## config.mk

```make
export PLATFORM = sky130hd
export DESIGN_NAME = track_countdown_timer
export DESIGN_NICKNAME = d
export VERILOG_FILES = /design/src/rtl/timer_pkg.sv /design/src/rtl/sec_to_mss.sv /design/src/rtl/track_countdown_timer.sv
export SDC_FILE = /design/constraint.sdc
export NUM_CORES = 1
export LEC_CHECK = 0
export ABC_AREA = 1
export CAP_MARGIN = 20
export CORE_UTILIZATION = 51
export DETAILED_ROUTE_END_ITERATION = 8
export PLACE_DENSITY = 0.78
export SLEW_MARGIN = 20
export SYNTH_ARGS = -nofsm -noshare
export SYNTH_HDL_FRONTEND = slang
export SYNTH_HIERARCHICAL = 1
export SYNTH_SLANG_ARGS = --single-unit
```

## constraint.sdc

```tcl
create_clock -name clk -period 3.5 [get_ports clk]
set_input_delay 0.7 -clock clk [delete_from_list [all_inputs] [get_ports clk]]
set_output_delay 0.7 -clock clk [all_outputs]
set_load 0.05 [all_outputs]
```

## src/rtl/timer_pkg.sv

```systemverilog
// Shared definitions for the player's elapsed/remaining time counters.
// Provides the 2-bit FSM encoding, per-digit limits and a helper that
// checks an M:SS digit triple for range.
package timer_pkg;

   typedef enum logic [1:0] {
      IDLE  = 2'd0,
      RUN   = 2'd1,
      PAUSE = 2'd2,
      DONE  = 2'd3
   } state_t;

   localparam logic [5:0] MAX_S0      = 6'd9;
   localparam logic [5:0] MAX_S1      = 6'd5;
   localparam logic [5:0] MAX_M0      = 6'd9;
   localparam logic [9:0] MAX_SECONDS = 10'd599;

   // True when every digit of an M:SS value is within its decimal range.
   function automatic logic mss_valid(input logic [5:0] m0,
                                      input logic [5:0] s1,
                                      input logic [5:0] s0);
      return (m0 <= MAX_M0) && (s1 <= MAX_S1) && (s0 <= MAX_S0);
   endfunction

endpackage

```

## src/rtl/sec_to_mss.sv

```systemverilog
// Combinational converter: seconds count (0-599) to M:SS display digits.
// Ports:
//   seconds  in  10  seconds value
//   minutes0 out 6   seconds / 60
//   seconds1 out 6   (seconds % 60) / 10
//   seconds0 out 6   seconds % 10
// Inputs above 599 are not expected; the upper digit bits stay zero for
// any value in range.
module sec_to_mss (
   input  logic [9:0] seconds,
   output logic [5:0] minutes0,
   output logic [5:0] seconds1,
   output logic [5:0] seconds0
);

   logic [9:0] sec_in_min;

   assign sec_in_min = seconds % 10'd60;
   assign minutes0   = 6'(seconds / 10'd60);
   assign seconds1   = 6'(sec_in_min / 10'd10);
   assign seconds0   = 6'(seconds % 10'd10);

endmodule

```

## src/rtl/track_countdown_timer.sv

```systemverilog
// Track countdown timer: loads a track length as M:SS, counts down once
// per CLK_DIV cycles while playing, applies forward seeks and flags the
// end of the track.
// Ports:
//   clk, reset (async, active low)
//   load + load_minutes0/load_seconds1/load_seconds0 : load a new length
//   count        : 1 = play, 0 = pause
//   skip + skip_amount : forward seek in seconds (0-63)
//   minutes0/seconds1/seconds0 : registered remaining-time digits
//   running / done : decoded from the FSM state (RUN / DONE)
//   load_err     : one-cycle pulse for a rejected load
module track_countdown_timer
   import timer_pkg::*;
#(
   parameter int CLK_DIV = 50_000_000,
   parameter int DIV_W   = 26
) (
   input  logic       clk,
   input  logic       reset,
   input  logic       load,
   input  logic [5:0] load_minutes0,
   input  logic [5:0] load_seconds1,
   input  logic [5:0] load_seconds0,
   input  logic       count,
   input  logic       skip,
   input  logic [5:0] skip_amount,
   output logic [5:0] minutes0,
   output logic [5:0] seconds1,
   output logic [5:0] seconds0,
   output logic       running,
   output logic       done,
   output logic       load_err
);

   state_t           state, state_nxt;
   logic [9:0]       rem, rem_nxt;
   logic [DIV_W-1:0] div, div_nxt;
   logic             err_nxt;

   logic             load_ok;
   logic [9:0]       load_val;
   logic [9:0]       skip_val;
   logic             advance;
   logic             wrap;
   logic [5:0]       dig_m0, dig_s1, dig_s0;

   assign load_ok  = mss_valid(load_minutes0, load_seconds1, load_seconds0);
   assign load_val = {4'd0, load_minutes0} * 10'd60
                   + {4'd0, load_seconds1} * 10'd10
                   + {4'd0, load_seconds0};
   assign skip_val = {4'd0, skip_amount};

   // The prescaler only moves while actually playing; dropping count in RUN
   // freezes it so a resume continues the partial second.
   assign advance = (state == RUN) && count;
   assign wrap    = advance && (div == DIV_W'(CLK_DIV - 1));

   always_comb begin
      state_nxt = state;
      rem_nxt   = rem;
      div_nxt   = div;
      err_nxt   = 1'b0;

      if (advance)
         div_nxt = wrap ? '0 : div + DIV_W'(1);

      case (state)
         RUN:     if (!count) state_nxt = PAUSE;
         PAUSE:   if (count)  state_nxt = RUN;
         default: ;
      endcase

      if (load) begin
         if (load_ok) begin
            rem_nxt   = load_val;
            div_nxt   = '0;
            state_nxt = (load_val == 10'd0) ? DONE : (count ? RUN : PAUSE);
         end else begin
            // A rejected load consumes the cycle: nothing else moves.
            rem_nxt   = rem;
            div_nxt   = div;
            state_nxt = state;
            err_nxt   = 1'b1;
         end
      end else if (skip && (state == RUN || state == PAUSE)) begin
         // Any tick in this cycle is dropped; div still follows advance.
         if (skip_val >= rem) begin
            rem_nxt   = 10'd0;
            state_nxt = DONE;
         end else begin
            rem_nxt = rem - skip_val;
         end
      end else if (wrap) begin
         rem_nxt = rem - 10'd1;
         if (rem == 10'd1)
            state_nxt = DONE;
      end
   end

   always_ff @(posedge clk or negedge reset) begin
      if (!reset) begin
         state    <= IDLE;
         rem      <= 10'd0;
         div      <= '0;
         load_err <= 1'b0;
      end else begin
         state    <= state_nxt;
         rem      <= rem_nxt;
         div      <= div_nxt;
         load_err <= err_nxt;
      end
   end

   sec_to_mss u_conv (
      .seconds  (rem),
      .minutes0 (dig_m0),
      .seconds1 (dig_s1),
      .seconds0 (dig_s0)
   );

   // Display digits trail rem by one cycle.
   always_ff @(posedge clk or negedge reset) begin
      if (!reset) begin
         minutes0 <= 6'd0;
         seconds1 <= 6'd0;
         seconds0 <= 6'd0;
      end else begin
         minutes0 <= dig_m0;
         seconds1 <= dig_s1;
         seconds0 <= dig_s0;
      end
   end

   assign running = (state == RUN);
   assign done    = (state == DONE);

endmodule

```

After elaboration in Yosys (flattened, before gate mapping)
Cells that the tools add are included.
{ "totals": {"ramBits": 0, "out_inout_bits": 21, "romBits": 0, "latch_bits": 0, "input_bits": 29, "n_memories": 0, "elab_cells": 61, "regBits": 57} }
{ "classes": {"reduce_logical": 11, "n_shift": 0, "bitwise": 0, "magnitude_cmp": 4, "n_div": 4, "n_eq_ne": 6, "addsub": 5, "n_mux": 22, "multipliers": 2} }
{ "ops": {"columns": ["cell", "count"], "rows": [
  ["2-to-1 mux 26 bit", 4],
  ["2-to-1 mux 10 bit", 5],
  ["adder 26 x 1 -> 26 bit (second input constant)", 1],
  ["== test 26 bit (second input constant)", 1],
  ["2-to-1 mux 2 bit", 10],
  ["<= comparator 6 x 4 -> 1 bit (second input constant)", 2],
  ["adder 10 bit", 1],
  ["adder 10 x 6 -> 10 bit", 1],
  ["divider 10 x 4 -> 10 bit (second input constant)", 1],
  ["divider 10 x 6 -> 10 bit (second input constant)", 1],
  ["== test 10 x 1 -> 1 bit (second input constant)", 1],
  [">= comparator 6 x 10 -> 1 bit", 1],
  ["logical NOT 10 bit", 1],
  ["modulo 10 x 4 -> 10 bit (second input constant)", 1],
  ["modulo 10 x 6 -> 10 bit (second input constant)", 1],
  ["subtractor 10 x 1 -> 10 bit (second input constant)", 1],
  ["subtractor 10 x 6 -> 10 bit", 1],
  ["multiplier 6 x 3 -> 9 bit (second input constant)", 1],
  ["multiplier 6 x 4 -> 8 bit (second input constant)", 1],
  ["<= comparator 6 x 3 -> 1 bit (second input constant)", 1],
  ["logical AND 1 bit", 5],
  ["== test 2 bit (second input constant)", 2],
  ["case mux 2 bit (2 select lines)", 1],
  ["AND reduction 2 bit", 2],
  ["other kinds (6)", 7]
]} }

Depth between registers and ports, before layout
{ "depth": {"depth_word": 7, "depth_mapped": 31, "ltp_nobuf": 30} }

Modules after synthesis
Netlist, hierarchy kept.
{ "modules_own_cells": {"columns": ["mod", "cells_each", "area_each_um2", "instances"], "rows": [
  ["track_countdown_timer", 689, 5093.6, 1],
  ["sec_to_mss", 270, 1542.7, 1]
]} }

Least setup slack after synthesis
OpenSTA, ideal clock, no wires.
{ "synth_path": {"path_kind": "input -> register", "start": "input port load_minutes0[0]", "end": "register state[0]", "stages": 15, "slack_ns": -0.598, "setup_time_ns": 0.077, "required_time_ns": 3.423, "arrival_time_ns": 4.020, "cell_sequence": "inv_1 > fa_1 > fa_1 > fa_1 > inv_1 > fa_1 > ha_1 > a21oi_1 > nand2b_1 > nand3_1 > nand2_1 > nand2_1 > nor2_1 > nand4_1 > a21oi_1"} }
{ "synth_between": {"elab_chain_cells": 7, "elab_cells_between_ends": 11, "classes_between": "add/sub: 2; mul: 1; order compare: 1; eq/ne: 1; mux: 3; reduce/logical: 3"} }
{ "synth_rtl": {"columns": ["item", "line_no", "text"], "rows": [
  ["from (decl)", "track_countdown_timer.sv:21", "input logic [5:0] load_minutes0,"],
  ["multiplier 6 x 4 -> 8 bit", "track_countdown_timer.sv:48", "assign load_val = {4'd0, load_minutes0} * 10'd60"],
  ["adder 10 bit", "track_countdown_timer.sv:49", "+ {4'd0, load_seconds1} * 10'd10"],
  ["adder 10 x 6 -> 10 bit", "track_countdown_timer.sv:50", "+ {4'd0, load_seconds0};"],
  ["logical NOT 10 bit", "track_countdown_timer.sv:77", "state_nxt = (load_val == 10'd0) ? DONE : (count ? RUN : PAUSE);"],
  ["2-to-1 mux 2 bit", "track_countdown_timer.sv:77", null],
  ["2-to-1 mux 2 bit", "track_countdown_timer.sv:74", "if (load_ok) begin"],
  ["2-to-1 mux 2 bit", "track_countdown_timer.sv:73", "if (load) begin"],
  ["to (signal assigned)", "track_countdown_timer.sv:107", "state <= state_nxt;"],
  ["to (decl)", "track_countdown_timer.sv:35", "state_t state, state_nxt;"]
]} }
Several ways; a longest one is shown, not always the timed one. The select of a mux whose other input is x is not followed.
A chain may end at the register's enable or synchronous reset.

Worst setup path after layout
Same ends and word-level chain as after synthesis.

==> impl_summary.txt <==
----------------------------------------------------
[Finish]
  Most common cell after layout, fill and taps aside ... nand2_1
  Number of inserted filler cells in the final layout ... 1,126
  Final antenna diode count ... 0
  Area growth from synthesis to layout ... 22.5%
  Util after Layout ... 0.642
  Final standard cell count with taps included and fillers excluded ... 1,226
  Commonest cells after routing, fill and taps aside ... 246 x nand2_1, 109 x inv_1, 90 x nand3_1
  Final layout net count ... 1,141
  Layout cell share with drive strength beyond 1 ... 0.213
  Combined area of the multi-input logic cells ... 4740 um^2
  Sequential Area ... 1430 um^2
  Layout Cell Area excl Fill ... between 8000 and 9000 um^2

[Routing]
  Initial DRC count ... 325
  Number of antenna-violating nets in the routed design ... 0
  DRC violations left ... 0
  Average wire length per cell after detail routing ... roughly 13 um
  Total vias in the final route ... 6,380
  First drt pass iteration count ... 5
  Total routed wirelength ... 15,700 um
  Post-detailed-route via-to-cell ratio ... approximately 5.2

[Synth]
  Total number of yosys warnings ... 6
  Netlist area before placement ... 6640 um^2
  Ys flop type ... dfrtp_1
  Post-synthesis register bit count ... 57
  Post-synth EDFFs ... 0
  Share of synthesized area occupied by flip-flops and latches ... 0.215
  Syn Inst Count ... roughly 960
  Count of different cell masters after synthesis ... 51
  Syn avg cell area ... 6.92 um^2
  Post-synthesis async set-or-reset flop share ... 1.00

[Worst setup path]
  Crit Path Category ... in -> reg
  Total buffers and inverters traversed by the critical path ... 4
  Cell type group with the largest total delay on the critical path ... adder cells
  Worst reg2reg path depth ... 26
  Most frequent cell on the critical path ... fa_1
  Required time at the endpoint of the critical path ... 3.77 ns
  Kind of end point of the critical path ... register
  Cell type of the slowest stage on the worst timing path ... fa_1
  Cell breakdown of the critical path ... buf_8 > inv_4 > fa_1 > fa_1 > fa_1 > inv_2 > fa_1 > ha_4 > a21oi_4 > buf_4 > nand2b_4 > nand3_2 > nand2_2 > nand2_2 > nor2_4 > nand4_1 > a21oi_2
  Number of stages on the worst setup path ... 17
  Critical Path Source Type ... input pin
  Crit path DAT ... a little over 4 ns
  Crit path largest cell delay ... 0.58 ns
  Max FO, Critical Path ... 6

[Timing]
  Fmax ... 258 MHz
  Worst-case clock skew ... 0.00566 ns
  PnR worst setup slack ... -0.372 ns
  Max-slew violation count ... 0
  Hold violation count in the final report ... 0
  RSZ-0062 raised after global routing ... yes
  Clock period minus final worst setup slack ... 3.87 ns
  Worst-margin pin slew ... ~0.86 ns
  Share of the clock period used by the worst path after layout ... 1.11
  Worst slack on hold paths ... around 0.41 ns
  Final setup violation count ... 6
  Normalized max-slew margin ... 0.425

[Clocking]
  Cell at the root of the clock tree ... clkbuf_16
  Number of H-tree branching levels ... 3
  Number of buffers created by CTS ... 9
  Number of clock sinks seen by CTS ... 57
  Clock transition at the registers of the reported paths ... 0.06 ns
  Worst-skew pair later-pin latency ... 0.34 ns
  TritonCTS clock tree ... yes
  Post-cts hold buffer count ... 0
  Worst-case clock buffer depth ... 2

[Job]
  Max capacitance violation total ... 0

[Placement]
  Standard cell area after detailed placement ... 7620 um^2
  Number of I/O port buffers ... 49
  HPWL after detailed placement ... 12,300 um
  Cell count after placement ... 1,206
  RD Place Congestion ... around 0.92

[Global routing]
  Overall routing resource usage ... 0.251
  Largest net degree at the start of global routing ... 38
  Number of antenna violations at the first check in global routing ... 0
  Overflow left after global routing ... 0
  Via count of the first global-routing pass ... 5,843
  Wire length of the first global-routing pass ... 26,800 um

[Run status]
  Violated checks ... negative setup slack
  Run status ... finished, violations left

[Floorplan]
  Std-Cell Core Area ... 12,700 um^2
  Effective utilization at floorplan ... 0.524
  DIE AREA ... between 10,000 and 15,000 um^2
  Die boundary height ... 116 um
  FP Rows ... 41
  I/O Pins ... 50
  Die boundary width ... 116 um

[Power]
  Peak supply drop ... 0.000627 V
  P per Cell Area ... 1100 nW/um^2
  Overall power consumption ... 8970 uW
  Lkg Pwr ... 0.00402 uW

[Hold path]
  Hold path depth ... 0
  Min-Delay Path Class ... reg -> reg

----------------------------------------------------
## cell usage after synthesis (3+ instances only)
library cell,n,area share
nor2_1,75,0.042
inv_1,119,0.067
ha_1,47,0.089
nand4_4,3,0.0096
nand4_1,23,0.022
nand2_1,256,0.14
o211ai_2,3,0.0057
a21oi_1,25,0.019
nand2_2,25,0.024
nand3_2,7,0.011
nand3b_1,5,0.0057
o21ai_2,6,0.0079
a31oi_1,4,0.0038
clkbuf_1,5,0.0028
nor3_1,11,0.0083
xnor2_1,13,0.017
buf_2,7,0.0053
nor2_4,8,0.014
fa_1,16,0.048
dfrtp_1,57,0.21
o31ai_1,10,0.011
o21ai_0,22,0.017
o21ai_1,9,0.0068
xor2_1,25,0.033
inv_2,18,0.010
buf_4,9,0.010
nand2_4,20,0.034
nor2_2,7,0.0066
nand3_1,96,0.072
## cell type report
cell class	instances	area share
multi-input cells	744	0.584
flip-flops and latches	57	0.176
repair buffers	98	0.107
inverters	139	0.0673
clock buffers	10	0.0294
well taps	172	0.0265
clock inverters	6	0.0111
## path summary, 6_finish.rpt
check                         endpoint  slack, ns             start
setup / recovery              state[0]      -0.37  load_minutes0[0]
hold / removal             seconds0[0]       0.41            rem[0]
setup reg to reg           seconds0[3]       0.33            rem[8]
hold reg to reg            seconds0[0]       0.41            rem[0]
max in group asynchronous       rem[9]       2.19             reset
min in group asynchronous      div[15]       0.48             reset
## state kept, by name (all words and copies together), names as in the netlist
signal,flops
minutes0,6
seconds0,6
load_err,1
div,26
state,2
rem,10
seconds1,6
## per-layer routing
metal	share of wire	vias up	global-route usage
met5	0	-	0
met4	0.021	0	0.0932
met3	0.045	32	0.0418
met2	0.48	166	0.415
met1	0.46	2910	0.329
li1	-	3272	-
## cell families after synthesis
| group | synth area share |
|---|---|
| adder cells (fa/ha/maj) | 0.137 |
| XOR/XNOR | 0.0502 |
| flip-flops | 0.215 |
| AO/OA/AOI/OAI | 0.0933 |
| buffers and inverters | 0.102 |
| AND/OR/NAND/NOR | 0.403 |
| other | 0.000565 |
## what timing repair did
action / 4_1_cts / 5_1_grt
gates cloned: 0 / 0
hold endpoints to repair: 0 / 0
pin swaps: 23 / 29
buffers inserted: 3 / 2
setup endpoints to repair: 7 / 9
resized for setup: 40 / 27
## power by group
| group | switching (uW) | internal, uW |
|---|---|---|
| combinational | 4350 | 2580 |
| clock | 331 | 644 |
| sequential | 211 | 846 |
## through the flow
step | setup slack [ns] | TNS (ns)
2_1_floorplan | -0.391 | -1.62
3_3_place_gp | -1.17 | -7.56
3_5_place_dp | -1.22 | -7.94
4_1_cts | -0.356 | -1.73
5_1_grt | -0.546 | -2.55
6_report | -0.372 | -1.58
Power figures use the tool's default switching activity.
